`src/rtl/math_pkg.sv`:
```
// ----------------------------------------------------------------------------
// math_pkg
// Shared helpers for the block-exponent scaler.
//   blk_state_e  : FILL (collecting a block) / DRAIN (replaying it)
//   lead_bits()  : headroom of a sample, unsigned (leading zeros) or
//                  signed (redundant sign bits)
//   block_shift(): shift that fits a block with the given minimum headroom
//                  into the narrower output width, saturated to the shift field
// ----------------------------------------------------------------------------
package math_pkg;

    typedef enum logic {
        FILL  = 1'b0,
        DRAIN = 1'b1
    } blk_state_e;

    // Widest sample lead_bits() can handle; narrower samples are zero-extended.
    localparam int MaxDw = 64;

    // Counts the leading bits that equal the reference bit (0 for unsigned,
    // the MSB for signed). In signed mode the MSB itself always matches, so
    // one is taken off to leave only the redundant sign bits.
    function automatic int lead_bits(input logic [MaxDw-1:0] x,
                                     input int               dw,
                                     input logic             tc);
        logic ref_bit;
        logic run;
        int   cnt;
        ref_bit = tc & x[dw-1];
        run     = 1'b1;
        cnt     = 0;
        for (int i = MaxDw - 1; i >= 0; i--) begin
            if (i < dw) begin
                if (run && (x[i] == ref_bit)) begin
                    cnt = cnt + 1;
                end else begin
                    run = 1'b0;
                end
            end
        end
        if (tc) begin
            cnt = cnt - 1;
        end
        return cnt;
    endfunction

    // Significant bits beyond out_dw become the shift; anything that does
    // not fit the shift field is clamped and left to the downstream saturator.
    function automatic int block_shift(input int min_h,
                                       input int in_dw,
                                       input int out_dw,
                                       input int shift_dw);
        int sig;
        int max_shift;
        int shift;
        sig       = in_dw - min_h;
        max_shift = (1 << shift_dw) - 1;
        shift     = 0;
        if (sig > out_dw) begin
            shift = sig - out_dw;
            if (shift > max_shift) begin
                shift = max_shift;
            end
        end
        return shift;
    endfunction

endpackage

```
`src/rtl/lead_bit_cnt.sv`:
```
// ----------------------------------------------------------------------------
// lead_bit_cnt
// Combinational headroom counter for one sample.
//   x  : sample (InDw bits)
//   tc : 0 = unsigned (count leading zeros, 0..InDw)
//        1 = signed   (count redundant sign bits, 0..InDw-1)
//   h  : headroom, $clog2(InDw+1) bits
// ----------------------------------------------------------------------------
module lead_bit_cnt #(
    parameter int InDw = 16
) (
    input  logic [InDw-1:0]           x,
    input  logic                      tc,
    output logic [$clog2(InDw+1)-1:0] h
);
    import math_pkg::*;

    localparam int HDw = $clog2(InDw + 1);

    always_comb begin
        h = HDw'(lead_bits(MaxDw'(x), InDw, tc));
    end

endmodule

```
`src/rtl/blk_scale_buf.sv`:
```
// ----------------------------------------------------------------------------
// blk_scale_buf
// Block-exponent scaler. Buffers a block of BlkLen samples while tracking the
// smallest headroom, then replays the block unchanged together with one
// shift value that fits the largest-magnitude sample into OutDw bits.
//   clk_i        : clock, rising edge
//   rst_ni       : asynchronous active-low reset
//   tc_mode_i    : 0 unsigned / 1 signed, latched on the first sample of a block
//   in_valid_i   : input sample valid
//   in_ready_o   : high while filling
//   in_data_i    : input sample
//   out_valid_o  : high while draining
//   out_ready_i  : downstream accepts the output sample
//   out_data_o   : replayed sample, 0 when not valid
//   out_shift_o  : shift for the block being drained, held until the next block
//   out_last_o   : last sample of the block
// ----------------------------------------------------------------------------
module blk_scale_buf #(
    parameter int InDw    = 16,
    parameter int OutDw   = 8,
    parameter int ShiftDw = 3,
    parameter int BlkLen  = 4
) (
    input  logic               clk_i,
    input  logic               rst_ni,
    input  logic               tc_mode_i,
    input  logic               in_valid_i,
    output logic               in_ready_o,
    input  logic [InDw-1:0]    in_data_i,
    output logic               out_valid_o,
    input  logic               out_ready_i,
    output logic [InDw-1:0]    out_data_o,
    output logic [ShiftDw-1:0] out_shift_o,
    output logic               out_last_o
);
    import math_pkg::*;

    localparam int              CntW    = $clog2(BlkLen);
    localparam int              HDw     = $clog2(InDw + 1);
    localparam logic [CntW-1:0] LastIdx = CntW'(BlkLen - 1);

    blk_state_e         state_q;
    blk_state_e         state_d;
    logic [CntW-1:0]    wr_cnt_q;
    logic [CntW-1:0]    rd_cnt_q;
    logic [HDw-1:0]     min_h_q;
    logic [HDw-1:0]     min_h_d;
    logic [HDw-1:0]     h_in;
    logic               mode_q;
    logic               tc_eff;
    logic [ShiftDw-1:0] shift_q;
    logic [InDw-1:0]    blk_buf_q [BlkLen];

    logic in_fire;
    logic out_fire;
    logic fill_done;
    logic drain_done;

    assign in_fire    = in_valid_i && in_ready_o;
    assign out_fire   = out_valid_o && out_ready_i;
    assign fill_done  = in_fire && (wr_cnt_q == LastIdx);
    assign drain_done = out_fire && (rd_cnt_q == LastIdx);

    // The first sample of a block uses the live mode input, since mode_q is
    // only loaded on that same edge.
    assign tc_eff = (wr_cnt_q == '0) ? tc_mode_i : mode_q;

    lead_bit_cnt #(
        .InDw(InDw)
    ) u_lead_bit_cnt (
        .x (in_data_i),
        .tc(tc_eff),
        .h (h_in)
    );

    // Running minimum, reseeded by the first sample so a discarded or
    // finished block never leaks into the next one.
    always_comb begin
        min_h_d = min_h_q;
        if (wr_cnt_q == '0) begin
            min_h_d = h_in;
        end else if (h_in < min_h_q) begin
            min_h_d = h_in;
        end
    end

    // State register
    always_ff @(posedge clk_i or negedge rst_ni) begin
        if (!rst_ni) begin
            state_q <= FILL;
        end else begin
            state_q <= state_d;
        end
    end

    // Next-state logic
    always_comb begin
        state_d = state_q;
        case (state_q)
            FILL:    if (fill_done)  state_d = DRAIN;
            DRAIN:   if (drain_done) state_d = FILL;
            default: state_d = FILL;
        endcase
    end

    // Output decode
    always_comb begin
        in_ready_o  = 1'b0;
        out_valid_o = 1'b0;
        out_data_o  = '0;
        out_last_o  = 1'b0;
        case (state_q)
            FILL: begin
                in_ready_o = 1'b1;
            end
            DRAIN: begin
                out_valid_o = 1'b1;
                out_data_o  = blk_buf_q[rd_cnt_q];
                out_last_o  = (rd_cnt_q == LastIdx);
            end
            default: begin
                in_ready_o = 1'b0;
            end
        endcase
    end

    assign out_shift_o = shift_q;

    // Write counter, headroom tracking, mode latch and block shift
    always_ff @(posedge clk_i or negedge rst_ni) begin
        if (!rst_ni) begin
            wr_cnt_q <= '0;
            min_h_q  <= HDw'(InDw);
            mode_q   <= 1'b0;
            shift_q  <= '0;
        end else if (in_fire) begin
            wr_cnt_q <= fill_done ? '0 : wr_cnt_q + 1'b1;
            min_h_q  <= min_h_d;
            if (wr_cnt_q == '0) begin
                mode_q <= tc_mode_i;
            end
            if (fill_done) begin
                shift_q <= ShiftDw'(block_shift(int'(min_h_d), InDw, OutDw, ShiftDw));
            end
        end
    end

    // Read counter
    always_ff @(posedge clk_i or negedge rst_ni) begin
        if (!rst_ni) begin
            rd_cnt_q <= '0;
        end else if (out_fire) begin
            rd_cnt_q <= drain_done ? '0 : rd_cnt_q + 1'b1;
        end
    end

    // Sample storage; contents are intentionally left untouched by reset
    always_ff @(posedge clk_i) begin
        if (in_fire) begin
            blk_buf_q[wr_cnt_q] <= in_data_i;
        end
    end

endmodule

```
`config.mk`:
```
export PLATFORM = sky130hd
export DESIGN_NAME = blk_scale_buf
export DESIGN_NICKNAME = d
export VERILOG_FILES = /design/src/rtl/math_pkg.sv /design/src/rtl/lead_bit_cnt.sv /design/src/rtl/blk_scale_buf.sv
export SDC_FILE = /design/constraint.sdc
export NUM_CORES = 1
export LEC_CHECK = 0
export CAP_MARGIN = 25
export CORE_UTILIZATION = 35
export DETAILED_ROUTE_END_ITERATION = 10
export SLEW_MARGIN = 10
export SYNTH_ARGS = -nofsm -noshare
export SYNTH_HDL_FRONTEND = slang
export SYNTH_SLANG_ARGS = --single-unit
```
`constraint.sdc`:
```
create_clock -name clk_i -period 16.8 [get_ports clk_i]
set_input_delay 5.04 -clock clk_i [delete_from_list [all_inputs] [get_ports clk_i]]
set_output_delay 5.04 -clock clk_i [all_outputs]
set_load 0.03 [all_outputs]
```
==> impl_metrics.toml <==
[sta]
worst-slew-pin-transition_ns = 0.921
finalHoldViolations = 0
skew_ns = 0.00514
slew_headroom = 0.386
period_needed_ns = 15.85
rsz0062_at_grt = "no"
setup_tns_ns = 0
finalSetupViolations = 0
fmaxAchievable_ghz = 0.0631
post-route-period-util = 0.943
timing.final.max_slew_violations = 0

[clock_tree]
ctsHoldBuffers = 0
cts_inserted_buffers = 9
cts_htree_levels = 3
clkLatencyLatePin_ns = 0.33
post_cts_buffers = 0
path_clk_slew_ns = 0.05
cts_tree = "done"
cts_max_path_buffers = 2
clock_sinks = 78
clock-root-buffer = "clkbuf_16"

[logic_synthesis]
synth-adder-area-share = 0.0658
synth_edf_count = 64
synth_top_family_by_area = "simple AND/OR/NAND/NOR gates"
synth_nets = 600
synthCells = 550
synth_xor_area_frac = 0.0536
yosys.area_share.simple = 0.190
netlist_area_um2 = 5670
synth.distinct_cells = 73
ys_warn_count = 0
synth_compound_area_frac = 0.156
async_flop_share = 0.179
syn_area_per_cell_um2 = 10.3
synth_seq_cells = 78
seq_area_frac_synth = 0.401
synthMuxAreaShare = 0.0918
ys.flop_type = "edfxtp_1"

[floorplan]
dieHeight_um = 129
placementRows = 46
coreArea_um2 = 15800
start_util = 0.358
die_area_um2 = 16700
fp.dieW_um = 129
io_pins = 43

[routing]
topRoutingLayerUsed = "met4"
wl_per_cell_um = 16.7
ant_nets = 0
wl_met2_um = 6750
drtPass1Iterations = 5
drt-initial-drc-count = 320
met1_length_um = 6190
dr_wl_met3_um = 413
vias = 4427
totalWireLength_um = 13500
drc = 0
viasPerCell = 5.45

[global_routing]
grt_max_degree = 23
grtUsageTotal = 0.172
grt_pass1_wl_um = 22200
antenna_found_initial = 0
grt_overflow = 0
grt_pass1_vias = 4315

[setup_path]
start_kind = "input pin"
critical_path_class = "in -> reg"
crit_top_cell = "ha_1"
critPathSlowestCell = "clkdlybuf4s50_1"
endpoint_kind = "flop"
critPathMaxFanout = 10
rrSetupSlack_ns = 5.16
crit_path_max_incr_delay_ns = 0.56
worstPathRequired_ns = 17.01
crit_arrival_ns = 16.06

[run]
drv_cap = 0

[final_layout]
synthToLayoutAreaGrowth_pct = 17.8
diodes = 0
layout_common_cells = "edfxtp_1, nand2_1, clkdlybuf4s50_1"
fin_cells = 813
drive_gt1_frac = 0.126
post-route-util = 0.422
finalNetCount = 642
layout_commonest_cell = "edfxtp_1"

[power]
p_per_area_nw_per_um2 = 174
total_power_w = 0.00116
leakage_nw = 2.52
irDropWorstVdd_mv = 0.0909

[status]
outcome = "completed"

[placement]
io_buffers = 42
place.gp.congestion = 0.894
place_hpwl_um = 9790
placed_cells = 797

[hold_path]
hold_path_class = "reg -> reg"
==> cell families after synthesis <==
family          Yosys count
buf+inv                  56
fa+ha+maj                30
simple gates            205
flops                    78
mux                      30
xor+xnor                 25
compound gates          126
==> synth_stat cells, drive strengths merged (4+ instances only) <==
library cell   n  share of area
nand2b         6         0.0066
o311ai         4         0.0062
a21boi         5         0.0066
edfxtp        64           0.34
nand2         59          0.039
nor2b          7         0.0077
o21a           8          0.011
mux2i          8          0.016
o21ai         32          0.028
or2            7         0.0077
mux2           6          0.012
nand3         26          0.023
ha            29          0.064
clkbuf        13         0.0086
inv           32          0.021
nor3          12          0.012
and2          28          0.031
o31ai          4         0.0077
a21oi         18          0.017
buf           11          0.011
nor2          23          0.016
a31oi          8         0.0088
xnor2         13          0.020
o32ai          4         0.0062
nand4          9         0.0099
a21o          10          0.013
and3           5         0.0055
nor4           8         0.0088
mux4          16          0.064
dfrtp         13          0.057
xnor3          6          0.024
xor2           6         0.0093
==> power by group <==
part | internal (W) | switching (W) | leakage [nW]
Combinational | 0.000293 | 0.000382 | 1.61
Sequential | 0.000253 | 0.0000307 | 0.751
Clock | 0.000129 | 0.0000722 | 0.152
Total | 0.000675 | 0.000485 | 2.52
==> what timing repair did <==
action	in CTS	in global routing
resized for setup	0	8
setup endpoints to repair	0	3
hold endpoints to repair	0	0
==> per-layer routing <==
layer / global-route usage / up-vias
met3: 0.0268 / 11
met4: 0.0512 / 0
met5: 0 / -
met1: 0.217 / 2136
met2: 0.302 / 111
li1: - / 2169
==> area by class of cell <==
type,count,area [um2]
Clock buffer,9,225
Clock inverter,7,88.8
Fill cell,1490,9150
Inverter,32,120
Multi-Input combinational cell,416,3180
Sequential cell,78,2270
Tap cell,216,270
Timing Repair Buffer,55,518
==> registers in the layout, indices dropped and copies added, names as in the netlist <==
register     count
blk_buf_q       64
min_h_q          5
out_shift_o      3
rd_cnt_q         2
wr_cnt_q         2
mode_q           1
state_q          1
==> critical path: cells and delay by family <==
kind	cells	cell delay [ns]
adder cells (fa/ha/maj)	12	3.28
multiplexers	3	0.62
AND/OR/NAND/NOR	11	1.60
XOR/XNOR	3	0.59
buffers and inverters	5	0.94
AO/OA/AOI/OAI	22	3.97
==> worst paths after layout <==
path	to	startpoint	depth (start not counted)
setup / recovery	out_shift_o[1]	tc_mode_i	56
hold / removal	min_h_q[2]	min_h_q[2]	2
setup reg to reg	out_shift_o[1]	wr_cnt_q[0]	58
hold reg to reg	min_h_q[2]	min_h_q[2]	2
max in group asynchronous	out_shift_o[1]	rst_ni	1
min in group asynchronous	rd_cnt_q[0]	rst_ni	1
==> stage by stage <==
step | area, um2 | setup slack, ns | hold WS [ns]
after floorplan | 5670 | 1.36 | 0.450
after global placement | 6340 | 0.482 | 0.473
after detailed placement | 6340 | 0.0580 | 0.475
after CTS | 6660 | 0.380 | 0.489
after global routing | 6680 | 0.0305 | 0.521
final | 6680 | 0.952 | 0.483
Note: power is estimated with default switching activity, not from simulation.
